===== src/rtl/lc4_divider_seq.sv =====
// lc4_divider_seq: 16-bit unsigned restoring divider, one quotient bit per cycle, trial subtract via cla16.
// Latency: result valid 16 cycles after accept (1 cycle for divisor==0 when LC4_DIV_ZERO_FAST_EN is defined).
// Backpressure: result held in DONE until out_ready; in_ready only in IDLE, so in_ready and out_valid never overlap.

// cla16: 16-bit adder built from four 4-bit lookahead groups with a lookahead carry across groups.
module cla16 (
    input  logic [15:0] a,
    input  logic [15:0] b,
    input  logic        cin,
    output logic [15:0] sum
);
    always_comb begin : p_cla
        logic [14:0] g;
        logic [15:0] p;
        logic [15:0] c;
        logic [2:0]  gg;
        logic [2:0]  pg;
        logic [3:0]  gc;
        g = a[14:0] & b[14:0];
        p = a ^ b;
        for (int k = 0; k < 3; k++) begin
            gg[k] = g[4*k+3]
                  | (p[4*k+3] & g[4*k+2])
                  | (p[4*k+3] & p[4*k+2] & g[4*k+1])
                  | (p[4*k+3] & p[4*k+2] & p[4*k+1] & g[4*k]);
            pg[k] = &p[4*k +: 4];
        end
        gc[0] = cin;
        gc[1] = gg[0] | (pg[0] & cin);
        gc[2] = gg[1] | (pg[1] & gg[0]) | (pg[1] & pg[0] & cin);
        gc[3] = gg[2] | (pg[2] & gg[1]) | (pg[2] & pg[1] & gg[0])
              | (pg[2] & pg[1] & pg[0] & cin);
        c = '0;
        for (int k = 0; k < 4; k++) begin
            c[4*k] = gc[k];
            for (int j = 0; j < 3; j++) begin
                c[4*k+j+1] = g[4*k+j] | (p[4*k+j] & c[4*k+j]);
            end
        end
        sum = p ^ c;
    end
endmodule

module lc4_divider_seq #(
    parameter int ITER = 16
) (
    input  logic        clk,
    input  logic        rst_n,
    input  logic        in_valid,
    output logic        in_ready,
    input  logic [15:0] dividend,
    input  logic [15:0] divisor,
    output logic        out_valid,
    input  logic        out_ready,
    output logic [15:0] quotient,
    output logic [15:0] remainder
);
    typedef enum logic [1:0] {S_IDLE, S_RUN, S_DONE} state_t;

    localparam logic [3:0] LAST_CNT = 4'(ITER - 1);

    state_t      state_q, state_d;
    logic [15:0] dq_q, dq_d;
    logic [15:0] rem_q, rem_d;
    logic [15:0] dvsr_q, dvsr_d;
    logic [15:0] quot_q, quot_d;
    logic [15:0] remo_q, remo_d;
    logic [3:0]  cnt_q, cnt_d;

    logic [16:0] rs;
    logic [15:0] diff;
    logic [15:0] rem_nxt;
    logic        c16;
    logic        ge;

    assign rs = {rem_q, dq_q[15]};

    cla16 u_sub (
        .a   (rs[15:0]),
        .b   (~dvsr_q),
        .cin (1'b1),
        .sum (diff)
    );

    // Carry-out of a + ~d + 1 rebuilt from the MSB: set means rs[15:0] >= divisor.
    assign c16     = (rs[15] & ~dvsr_q[15]) | ((rs[15] ^ ~dvsr_q[15]) & ~diff[15]);
    assign ge      = rs[16] | c16;
    assign rem_nxt = ge ? diff : rs[15:0];

    always_comb begin
        state_d = state_q;
        dq_d    = dq_q;
        rem_d   = rem_q;
        dvsr_d  = dvsr_q;
        quot_d  = quot_q;
        remo_d  = remo_q;
        cnt_d   = cnt_q;
        case (state_q)
            S_IDLE: begin
                if (in_valid) begin
`ifdef LC4_DIV_ZERO_FAST_EN
                    if (divisor == 16'd0) begin
                        state_d = S_DONE;
                        quot_d  = '0;
                        remo_d  = '0;
                    end else begin
                        state_d = S_RUN;
                        dq_d    = dividend;
                        dvsr_d  = divisor;
                        rem_d   = '0;
                        cnt_d   = '0;
                    end
`else
                    state_d = S_RUN;
                    dq_d    = dividend;
                    dvsr_d  = divisor;
                    rem_d   = '0;
                    cnt_d   = '0;
`endif
                end
            end
            S_RUN: begin
                rem_d = rem_nxt;
                dq_d  = {dq_q[14:0], ge};
                cnt_d = cnt_q + 4'd1;
                if (cnt_q == LAST_CNT) begin
                    state_d = S_DONE;
                    // A zero divisor lets every trial subtract succeed; LC4 defines the result as 0/0.
                    if (dvsr_q == 16'd0) begin
                        quot_d = '0;
                        remo_d = '0;
                    end else begin
                        quot_d = {dq_q[14:0], ge};
                        remo_d = rem_nxt;
                    end
                end
            end
            S_DONE: begin
                if (out_ready) begin
                    state_d = S_IDLE;
                end
            end
            default: state_d = S_IDLE;
        endcase
    end

    always_ff @(posedge clk or negedge rst_n) begin
        if (!rst_n) begin
            state_q <= S_IDLE;
            dq_q    <= '0;
            rem_q   <= '0;
            dvsr_q  <= '0;
            quot_q  <= '0;
            remo_q  <= '0;
            cnt_q   <= '0;
        end else begin
            state_q <= state_d;
            dq_q    <= dq_d;
            rem_q   <= rem_d;
            dvsr_q  <= dvsr_d;
            quot_q  <= quot_d;
            remo_q  <= remo_d;
            cnt_q   <= cnt_d;
        end
    end

    assign in_ready  = (state_q == S_IDLE);
    assign out_valid = (state_q == S_DONE);
    assign quotient  = quot_q;
    assign remainder = remo_q;
endmodule


===== config.mk =====
export PLATFORM = sky130hd
export DESIGN_NAME = lc4_divider_seq
export DESIGN_NICKNAME = d
export VERILOG_FILES = /design/src/rtl/lc4_divider_seq.sv
export SDC_FILE = /design/constraint.sdc
export NUM_CORES = 1
export LEC_CHECK = 0
export CELL_PAD_IN_SITES_DETAIL_PLACEMENT = 0
export CELL_PAD_IN_SITES_GLOBAL_PLACEMENT = 2
export CORE_ASPECT_RATIO = 0.6
export CORE_MARGIN = 10
export CORE_UTILIZATION = 29
export DETAILED_ROUTE_END_ITERATION = 12
export GPL_TIMING_DRIVEN = 0
export PLACE_DENSITY = 0.69
export RECOVER_POWER = 25
export SYNTH_ARGS = -nofsm -noshare
export SYNTH_HDL_FRONTEND = slang
export SYNTH_SLANG_ARGS = --single-unit

===== constraint.sdc =====
create_clock -name clk -period 4 [get_ports clk]
set_clock_uncertainty 0.2 [all_clocks]
set_input_delay 0.4 -clock clk [delete_from_list [all_inputs] [get_ports clk]]
set_output_delay 0.4 -clock clk [all_outputs]
set_load 0.05 [all_outputs]

After elaboration in Yosys (flattened, before gate mapping). Index checks and enable logic that the tools add are counted.

Add/subtract/negate cells: 1. Reductions and logical operators: 10. Mux-type cells: 13. Equal/unequal tests: 6. Bitwise logic cells: 70.

Operators with widths (count): two-way mux 16 bit (5); one-hot mux 16 bit (2 select lines) (2); AND 1 bit (34); XOR 16 bit (2); bitwise OR 1 bit (29); logical NOT 16 bit (1); inverter 16 bit (1); AND 15 bit (1); AND reduction 4 bit (3); one-hot mux 4 bit (2 select lines) (1); two-way mux 2 bit (3); one-hot mux 2 bit (3 select lines) (1); AND reduction 2 bit (3); adder 4 x 1 -> 4 bit (second input constant) (1); == test 4 bit (second input constant) (1); two-way mux 4 bit (1); != test 2 bit (second input constant) (2); AND reduction 3 bit (1); == test 2 x 1 -> 1 bit (second input constant) (1); == test 2 bit (second input constant) (1); logical NOT 2 bit (1); != test 2 x 1 -> 1 bit (second input constant) (1); inverter 1 bit (2); nonzero test 2 bit (1); XOR 1 bit (1).

Register bits: 86. Word-level logic and storage cells: 107. Bits of input ports: 36.

Logic depth before layout (Yosys ltp). Gate-level depths: netlist of run 1.

Depth after elaboration: 23. Mapped depth: 16. Mapped depth without buffers: 15.

Modules after synthesis. A second synthesis of run 1 with hierarchy kept.

Cell total of the unflattened synthesis: 402. Area, all modules: 4264.1 um^2.

Modules (own cells, without submodules): lc4_divider_seq (cells each 340, area each 3659.8 um^2, seq. area each 2152.1 um^2, times used 1); cla16 (cells each 62, area each 604.3 um^2, seq. area each 0.0 um^2, times used 1).

Worst setup path before layout of run 1. OpenSTA, ideal clock, no wires.

Kind: register to register. Start point: reg dq_q[15]. End point: reg rem_q[10]. Arrival time: 3340 ps. Slack: 326 ps. Setup time: 134 ps. Cell stages (with the launch flop): 17. Period minus slack after synthesis: 3674 ps. Path through: dfrtp_1 inv_1 ha_1 o21ai_0 a221oi_1 nor4_1 nor2_1 fa_1 fa_1 inv_1 fa_1 fa_1 nor2b_1 buf_2 buf_4 mux2i_1 o21ai_0.

Longest elaborated chain between the ends: 19. Elaborated cells between the ends (all ways): 30.

Ends and longest elaborated chain: from (decl) (line 63) `logic [15:0] dq_q, dq_d;`; from (signal assigned) (line 158) `dq_q <= dq_d;`; AND 15 bit (line 19) `g = a[14:0] & b[14:0];`; AND 1 bit (line 25) `| (p[4*k+3] & p[4*k+2] & p[4*k+1] & g[4*k]);`; bitwise OR 1 bit (line 25); AND 1 bit (line 31) `gc[3] = gg[2] | (pg[2] & gg[1]) | (pg[2] & pg[1] & gg[0])`; bitwise OR 1 bit (line 31); bitwise OR 1 bit (line 32) `| (pg[2] & pg[1] & pg[0] & cin);`; AND 1 bit (line 37) `c[4*k+j+1] = g[4*k+j] | (p[4*k+j] & c[4*k+j]);`; bitwise OR 1 bit (line 37); (+3 left out); bitwise OR 1 bit (line 37); XOR 16 bit * (line 40) `sum = p ^ c;`; inverter 1 bit (line 86) `assign c16 = (rs[15] & ~dvsr_q[15]) | ((rs[15] ^ ~dvsr_q[15]) & ~diff[15]);`; AND 1 bit (line 86); bitwise OR 1 bit (line 86); bitwise OR 1 bit (line 87) `assign ge = rs[16] | c16;`; two-way mux 16 bit * (line 88) `assign rem_nxt = ge ? diff : rs[15:0];`; one-hot mux 16 bit (2 select lines) * (line 98) `case (state_q)`; to (signal assigned) (line 159) `rem_q <= rem_d;`; to (decl) (line 64) `logic [15:0] rem_q, rem_d;`.

Mark *: on every way between the ends. The rest lies on a longest branch, timed or not. A chain may end at the register's enable or synchronous reset.

Worst setup path in the final report of run 1.
Start point: reg dvsr_q[0]. End point: reg rem_q[13].

Longest elaborated chain between the ends: 20. Elaborated cells between the ends (all ways): 23.

Ends and longest elaborated chain: from (decl) (line 65) `logic [15:0] dvsr_q, dvsr_d;`; from (signal assigned) (line 160) `dvsr_q <= dvsr_d;`; inverter 16 bit * (line 80) `.b (~dvsr_q),`; AND 15 bit (line 19); AND 1 bit (line 25); bitwise OR 1 bit (line 25); AND 1 bit (line 31); bitwise OR 1 bit (line 31); bitwise OR 1 bit * (line 32); AND 1 bit * (line 37); (+4 left out); bitwise OR 1 bit (line 37); XOR 16 bit * (line 40); inverter 1 bit (line 86); AND 1 bit (line 86); bitwise OR 1 bit (line 86); bitwise OR 1 bit (line 87); two-way mux 16 bit * (line 88); one-hot mux 16 bit (2 select lines) * (line 98).

Marks and branches as above.

==> results of run 1 <==
## cell usage after synthesis (all sizes together)
cell,instances
nor4,5
o21ba,1
a22oi,2
nand3,18
nand4,5
a21oi,6
dfrtp,86
a41oi,1
ha,14
a22o,17
nor3,1
o21ai,59
a221oi,1
o22ai,15
inv,21
mux2i,10
or2b,1
xnor2,4
or2,2
a31oi,1
and2,1
fa,12
buf,9
clkbuf,13
nor2,35
nand2,47
nand2b,3
nor2b,3
## placed cells by master (no fill, tap or decap), types with 2 or more instances in the layout
cell type / n
xnor2_1: 4
mux2i_4: 3
or2_2: 2
mux2i_1: 6
a22o_1: 17
o22ai_1: 15
inv_1: 14
clkdlybuf4s50_1: 68
buf_2: 4
o21ai_0: 46
inv_2: 7
fa_1: 11
ha_1: 13
clkinv_4: 2
clkinvlp_4: 2
clkbuf_16: 9
dfrtp_1: 86
buf_6: 4
clkbuf_1: 14
nand3_1: 18
nor2_1: 35
a21oi_1: 6
nand4_1: 4
buf_4: 5
nor4_1: 4
o21ai_1: 3
nand2_1: 47
nand2b_1: 2
a22oi_1: 2
o21ai_2: 10
nor2b_4: 2
## layer usage
layer	GRT usage, %	vias up
li1	-	1546
met1	18.9	1500
met2	15.7	72
met3	3.82	4
met4	2.21	0
met5	0	-
## area by class of cell
cell class                 count  area, µm²
inverter                      21       78.8
fill                        1373       8250
clock inverter                 6       46.3
buffer                        22        136
sequential                    86       2150
timing repair buffer          76        757
tap                          192        240
clock buffer                  10        239
multi-input combinational    264       1850
## worst max-delay path by stage
stage | cells past startpoint | slack (ns) | endpoint | start
after detailed placement | 16 | -0.35 | rem_q[13]$_DFFE_PN0P_ | dvsr_q[2]$_DFFE_PN0P_
after global placement | 1 | -1.06 | remainder[5]$_DFFE_PN0P_ | rst_n
after floorplan | 16 | 0.33 | rem_q[10]$_DFFE_PN0P_ | dq_q[15]$_DFFE_PN0P_
after global routing | 16 | -0.03 | rem_q[13]$_DFFE_PN0P_ | dq_q[15]$_DFFE_PN0P_
final | 16 | 0.16 | rem_q[13]$_DFFE_PN0P_ | dvsr_q[0]$_DFFE_PN0P_
after CTS | 16 | 0.02 | rem_q[13]$_DFFE_PN0P_ | dvsr_q[2]$_DFFE_PN0P_
## registers in the layout, indices dropped and copies added (netlist names)
name,flops
dq_q,16
dvsr_q,16
rem_q,16
remainder,16
quotient,16
cnt_q,4
state_q,2
## tightest hold or removal path, stage by stage, from the launching register on
cell and delay (ns):
dfrtp_1 0.34, nand2_1 0.06, o21ai_2 0.05
## per-stage QoR
step                utilization, %  setup WS (ns)  instance area, µm²  std cells  hold WS (ns)
floorplan                        -          0.326                4110        393       -0.0956
global placement              36.7          -1.06                5040        654         0.264
detailed placement            36.9         -0.350                5070        655         0.186
CTS                           39.3         0.0177                5410        672         0.288
global route                  40.0        -0.0329                5500        677         0.306
finish                        40.0          0.159                5500        677         0.280
## cells by family after synthesis
logic type | share of synthesized area (%)
AO/OA/AOI/OAI | 15.9
XOR/XNOR | 0.852
adder cells (fa/ha/maj) | 10.1
buffers and inverters | 4.78
flip-flops | 52.3
multiplexers | 2.43
AND/OR/NAND/NOR | 13.6
## timing repair
item | in CTS | in global routing
hold buffers | 1 | 0
endpoints found under the setup margin | 17 | 31
pin swaps | 0 | 1
buffers inserted | 0 | 4
gates cloned | 0 | 1
hold endpoints to repair | 30 | 0
gates resized for setup | 11 | 18
==> impl_metrics.ini, run 1 <==
[status]
status = complete, but fails checks
failing_checks = capacitance limit, slew limit

[worst_setup_path]
critical_path.n_buffers_inverters = 4
worst_path_dominant_cell_family = adder cells
worst_path_max_delay_cell = dfrtp_1
worstPathCellList = inv_1, ha_1, o21ai_1, a221oi_2, nor4_2, nor2_1, fa_1, fa_1, inv_1, fa_1, fa_2, nor2b_4, buf_6, buf_12, mux2i_4, o21ai_0
critPathMaxStageDelay_ns = 0.44
critPathLaunchType = register
criticalPathCategory = reg2reg
path_common_cell = fa_1
cp_data_arrival_time_ns = 3.83
timing.critical_path.fanout_max = 10
critical_path.reg2reg.endpoint = rem_q[13]$_DFFE_PN0P_
worstRegToRegCells = 16
cp.required_ns = 3.99
regToRegStartpoint = dvsr_q[0]$_DFFE_PN0P_
worst_setup_path_end_kind = register
worst-r2r-setup-slack_ns = 0.16

[final_layout]
post_route_cells_drive_above_1_share_pct = 13.2
n_antenna_cell = 0
finalNetCount = 542
area.growth.synth_to_final_pct = 33.6

[yosys]
ys_seq_area_share_pct = 52.3
mappedNetlistArea_um2 = 4110
synth_top_area_share_pct = 52.3
ys_warnings = 0
yosys.cell_types.count = 34
postSynthNetCount = 455
synth-seq-cells = 86
postSynthCellCount = 393
yosys.area.top_type = dfrtp_1
postSynthAreaPerCell_um2 = 10.5
synth.top_cells.by_area = dfrtp_1, o21ai_0, fa_1, nand2_1, ha_1

[clock_network]
cts.path.max_buffers = 2
num_cts_buffers = 9
clkSlewWorstSetupHoldPaths_ns = 0.07
tritoncts = done
clock-root-buffer = clkbuf_16
clock_sink_count = 86
cts-htree-levels = 3
clock_latency_reported_for_the_late_side_of_the_worst_skew_pair_ns = 0.34

[detailed_routing]
detail_route.wl_per_cell_um = 17.3
highest_layer = met4
wl_met2_mm = 4.42
viasPerCell = 4.61
num_vias = 3122
final_antenna_net_count = 0
dr.pass1.iters = 4
finalWirelength_mm = 11.7
detailroute.wirelength.met3_um = 682
drc = 0
wl_met1_mm = 6.54
initialDrtViolationCount = 149

[floorplanning]
die_h_um = 112
core-area_um2 = 13700
initial_core_util_pct = 29.9
die_width_um = 174
design.portCount = 70
floorplan.rows = 33
floorplan.die_area_um2 = 19500

[timing]
min_period_ns = 3.84
timing.final.setup_violations = 0
setup-tns-final_ns = 0
final-hold-violation-count = 0
final.period_utilization_pct = 96.0
timing.slew.headroom_pct = -23.7
max_freq_ghz = 0.260
report.final.slew_viol_count = 31
max_slew.worst_pin.slew_ns = 1.85

[global_route]
first_global_vias = 3345
grt_overflow_total = 0
antenna_found_initial = 0
grt_max_degree = 57
grt_usage_pct = 12.1
grt_pass1_wl_mm = 18.9

[hold_path]
hold_path_startpoint = remainder[12]$_DFFE_PN0P_
hold_class = reg2reg
min_path_cells = 2
hold-path-endpoint = remainder[12]$_DFFE_PN0P_

[place]
routabilityCongestion = 0.797
buffer_ports.inserted = 69
dp.final_hpwl_mm = 8.78

[job]
total_of_max_cap_violations = 1
Power of run 1 is left out: the tool's default activity adds up to more than one toggle a clock period on the data nets, which glitch-free logic cannot reach.
==> inputs of run 2 (changes only) <==
--- a/config.mk
+++ b/config.mk
@@ -13,7 +13,7 @@
 export DETAILED_ROUTE_END_ITERATION = 12
 export GPL_TIMING_DRIVEN = 0
 export PLACE_DENSITY = 0.69
-export RECOVER_POWER = 25
+export RECOVER_POWER = 100
 export SYNTH_ARGS = -nofsm -noshare
 export SYNTH_HDL_FRONTEND = slang
 export SYNTH_SLANG_ARGS = --single-unit
==> run 2 against run 1 <==
  * The run still ends with capacitance limit, slew limit left
  * Via count decreased by 0.58%
  * Flip-flop and latch count unchanged
  * Sequential share of layout area rose by 0.31 points
  * Global-route usage is the same
  * Utilization shrank 0.31 points
  * Fmax grew 1.3%
  * Critical path depth grew 1
  * Final area is 0.77% lower
  * Largest cell class unchanged
==> impl_metrics.ini, run 2 (synthesized netlist as in run 1, its figures left out) <==
[worst_setup_path]
criticalPathCategory = reg2reg
timing.critical_path.fanout_max = 10
critPathLaunchType = register
critPathMaxStageDelay_ns = 0.42
cp_num_cells = 17
worstPathCellList = inv_1, ha_1, o21ai_1, a221oi_2, nor4_2, nor2_1, fa_1, fa_1, inv_1, fa_1, fa_2, nor2b_4, buf_6, buf_12, mux2i_4, buf_4, o21ai_2
worstRegToRegCells = 17
critical_path.n_buffers_inverters = 5
worst_setup_path_end_kind = register
worst_path_max_delay_cell = dfrtp_1
cp.required_ns = 4.03
worst_path_dominant_cell_family = adder cells
path_common_cell = fa_1
cp_data_arrival_time_ns = 3.82

[floorplanning]
floorplan.die_area_um2 = 19500
die_width_um = 174
design.portCount = 70
floorplan.rows = 33
die_h_um = 112
core-area_um2 = 13700
initial_core_util_pct = 29.9

[final_layout]
ff_latch_area_um2 = 2150
final_common_cell = dfrtp_1
area_used_by_multi_input_combinational_logic_um2 = 1820
post_route_cells_drive_above_1_share_pct = 12.0
final_cell_mix = dfrtp_1, nand2_1, o21ai_0
finalNetCount = 542
n_antenna_cell = 0
layout_cells_excl_fill = 677
area.growth.synth_to_final_pct = 32.6
fill_cells = 1377

[timing]
max_slew.worst_pin.slew_ns = 1.84
final-hold-violation-count = 0
final.period_utilization_pct = 94.8
min_period_ns = 3.79
report.final.slew_viol_count = 31
timing.slew.headroom_pct = -22.9
max_freq_ghz = 0.264
timing.final.setup_violations = 0
setup-tns-final_ns = 0

[global_route]
antenna_found_initial = 0
grt_pass1_wl_mm = 18.9
first_global_vias = 3345
grt_max_degree = 57
grt_usage_pct = 12.1
grt_overflow_total = 0

[clock_network]
clock-root-buffer = clkbuf_16
clock_latency_reported_for_the_late_side_of_the_worst_skew_pair_ns = 0.34
num_cts_buffers = 9
tritoncts = done
cts-htree-levels = 3
cts.path.max_buffers = 2
clkSlewWorstSetupHoldPaths_ns = 0.07
clock_sink_count = 86

[detailed_routing]
viasPerCell = 4.58
initialDrtViolationCount = 134
final_antenna_net_count = 0
finalWirelength_mm = 11.7
detail_route.wl_per_cell_um = 17.2
dr.pass1.iters = 4
drc = 0
num_vias = 3104

[hold_path]
hold_class = reg2reg
min_path_cells = 2

[place]
numPlacedInstances = 655
buffer_ports.inserted = 69
routabilityCongestion = 0.797
dp.final_hpwl_mm = 8.78

[job]
total_of_max_cap_violations = 1

[status]
status = complete, but fails checks
failing_checks = capacitance limit, slew limit
run 2: cell types whose count changed in the layout (fill, tap and decap cells not counted), sizes merged:
cell | before | now
clkbuf | 24 | 28
clkdlybuf4s50 | 68 | 34
buf | 15 | 11
dlygate4sd3 | 1 | 35
run 2: worst paths after layout:
check                                               start                         to  slack, ns
max in group asynchronous                           rst_n  remainder[10]$_DFFE_PN0P_       1.64
worst max register to register      dvsr_q[0]$_DFFE_PN0P_  remainder[12]$_DFFE_PN0P_       0.21
worst min register to register  remainder[12]$_DFFE_PN0P_  remainder[12]$_DFFE_PN0P_       0.27
worst max-delay path                dvsr_q[0]$_DFFE_PN0P_  remainder[12]$_DFFE_PN0P_       0.21
worst min-delay path            remainder[12]$_DFFE_PN0P_  remainder[12]$_DFFE_PN0P_       0.27
min in group asynchronous                           rst_n     state_q[0]$_DFFE_PN0P_       0.90
run 2: per-layer routing:
metal / share of wire, % / GRT usage, %
met5: 0 / 0
met1: 57 / 18.9
met2: 38 / 15.7
met3: 5.0 / 3.82
met4: 0.44 / 2.21
run 2: area by class of cell:
type	count	area share, %
Buffer	22	2.13
Tap cell	192	4.41
Multi-Input combinational cell	264	33.4
Timing Repair Buffer	76	13.9
Clock buffer	10	4.38
Inverter	21	1.45
Clock inverter	6	0.849
Sequential cell	86	39.5
run 2: per-stage QoR:
step | hold slack, ns | instance area (µm²) | utilization, % | setup WS (ns)
after floorplan | -0.0956 | 4110 | - | 0.326
after global placement | 0.264 | 5040 | 36.7 | -1.06
after detailed placement | 0.186 | 5070 | 36.9 | -0.350
after CTS | 0.288 | 5410 | 39.3 | 0.0177
after global routing | 0.301 | 5450 | 39.7 | -0.0329
final | 0.274 | 5450 | 39.7 | 0.207
run 2: worst register-to-register path: stages, from the launching register on:
cell	delay [ns]
dfrtp_1	0.42
inv_1	0.13
ha_1	0.20
o21ai_1	0.21
a221oi_2	0.13
nor4_2	0.16
nor2_1	0.10
fa_1	0.38
fa_1	0.36
inv_1	0.08
fa_1	0.18
fa_2	0.22
nor2b_4	0.18
buf_6	0.15
buf_12	0.16
mux2i_4	0.24
buf_4	0.15
o21ai_2	0.05
run 2: what timing repair did:
action / 4_1_cts / 5_1_grt
endpoints found under the setup margin: 17 / 31
pin swaps: 0 / 1
hold buffers: 1 / 0
cloned: 0 / 1
buffers inserted: 0 / 4
hold endpoints to repair: 30 / 0
resized for setup: 11 / 18
Power of run 2 is left out for the same reason.
==> RTL change, RTL diff (flow settings as in run 1) <==
Build with the macro `LC4_DIV_ZERO_FAST_EN` defined.
--- a/src/rtl/lc4_divider_seq.sv
+++ b/src/rtl/lc4_divider_seq.sv
@@ -3,6 +3,8 @@
 // Backpressure: result held in DONE until out_ready; in_ready only in IDLE, so in_ready and out_valid never overlap.
 
 // cla16: 16-bit adder built from four 4-bit lookahead groups with a lookahead carry across groups.
+`define LC4_DIV_ZERO_FAST_EN
+
 module cla16 (
     input  logic [15:0] a,
     input  logic [15:0] b,
Behaviour: not the same (Yosys sat finds a counterexample within 4 cycles, from zero or initial values and one cycle with rst_n low).
==> RTL change against run 1 <==
The run ends with capacitance limit, slew limit, setup timing left. Cell area up 18%. Via count up 6.1%. Synthesized area up 9.2%. Critical path type unchanged. Sequential share of layout area down 5.9 points. Sequential cell count unchanged. Maximum frequency down 7.1%. Critical endpoint is now remainder[4]. Wire length up 11%. Global-route usage up 0.25 points. Worst setup slack worse by 0.29 ns. Highest routed layer unchanged. Critical path depth unchanged.
Power is not shown: default switching activity piles up to over one toggle a cycle in this logic, so the estimate is an artifact.
==> RTL change: results (changes against run 1) <==
Route
  • Final WL: 12,900 um (+11%)
  • Via count: 3,314 (+6.1%)
  • DR vias/cell: 4.65 (+0.79%)
  • WL met2: 5110 um (+16%)
  • Met3 WL: 595 um (-13%)
  • Metal-1 WL: 7200 um (+10%)

Floorplan
  • Die area: 21,000 um^2 (+7.8%)

Setup path
  • RR Endpoint: remainder[4]
  • Crit. Startpoint: dq_q[15]
  • Data arrival time of the critical path: 4.15 ns (+0.32 ns)
  • Critical Path Fanout Max: 5 (-5)
  • Largest stage delay, worst path: 0.41 ns (-0.03 ns)

Cells and area
  • Buffers, non-clock: 130 (+33%)
  • # clk buffers: 11 (+1)
  • Multi-input combinational area share: 0.384 (+0.0478)
  • Non-clock buffer contribution to total cell area: 0.182 (+0.0197)
  • FF+latch area: 2160 um^2 (+0.41%)
  • Clk cell area share: 0.0411 (-0.0108)
  • Share of cells above drive strength 1: 0.327 (+0.195)
  • Multi-input gate count: 243 (-8.0%)
  • Inverters: 36 (+71%)
  • Number of fill cells in the layout: 1,455 (+6.0%)
  • Design Area, Final: 6490 um^2 (+18%)

Placement
  • Post-Place Worst Slack: -0.496 ns (-0.145 ns)
  • Gpl congestion: 0.757 (-5.0%)
  • DP HPWL: 9200 um (+4.7%)
  • DP Area: 5480 um^2 (+8.2%)
  • Dpl cells: 657 (+0.31%)

Global routing
  • Met2 global-route usage: 0.161 (+0.00362)
  • Vias in the first global route: 3,523 (+5.3%)
  • GR Util met3: 0.0381 (-0.0000957)
  • First-pass GRT wire length: 20,300 um (+7.4%)
  • Largest net degree at the start of global routing: 65 (+14%)
  • Met1 GRT Util: 0.192 (+0.00341)

Timing
  • Hold slack: 0.283 ns (+0.00300 ns)
  • Fin worst setup slack: -0.133 ns (-0.292 ns)
  • Setup TNS: -1.51 ns (-1.51 ns)
  • # setup viols final: 18 (+18)
  • Pins Over Slew Limit: 65 (+110%)
  • Worst slew pin tran: 1.65 ns (-0.201 ns)

Logic synthesis
  • Synth unique cells: 41 (+21%)
  • Commonest cells in the netlist: 86 x dfrtp_1, 42 x mux2i_1, 36 x inv_1
  • Top post-synthesis cells by area: dfrtp_1 48%, mux2i_1 9.4%, mux2_2 7.8%, fa_1 5.3%, ha_1 3.9%
  • Sequential share of the synthesized area: 0.479 (-0.0440)

Min path
  • Hold Startpoint: remainder[13]
  • Worst Hold End: remainder[13]
  • Worst hold stages: 1 (-1)

Run
  • Max Cap Viol: 1 (unchanged)

Run status
  • Outcome: finished with violations
  • Failing checks: capacitance limit, slew limit, setup timing
-- RTL change: cell types whose count changed after synthesis, moves of 11 or more --
cell	before	now
nand3_1	18	3
o22ai_1	15	0
nor2_1	35	4
nor3_1	1	13
inv_1	21	36
o2bb2ai_1	0	11
mux2_2	0	31
o21ai_0	49	19
a22o_1	17	3
nand2_1	47	34
mux2i_1	10	42
-- RTL change: cell families (layout without fill, tap and decap cells) --
group,after synthesis,in the layout,synth area share
multiplexers,76,76,0.179
flip-flops,86,86,0.479
adder cells (fa/ha/maj),26,26,0.0925
XOR/XNOR,4,4,0.00780
AO/OA/AOI/OAI,56,56,0.0922
AND/OR/NAND/NOR,81,81,0.0964
buffers and inverters,55,181,0.0529
-- RTL change: timing repair --
action	in CTS	in global routing
hold buffers	1	0
cloned	1	1
gates resized for setup	53	40
pin swaps	6	3
buffers inserted	28	13
endpoints found under the setup margin	31	29
hold endpoints to repair	22	0
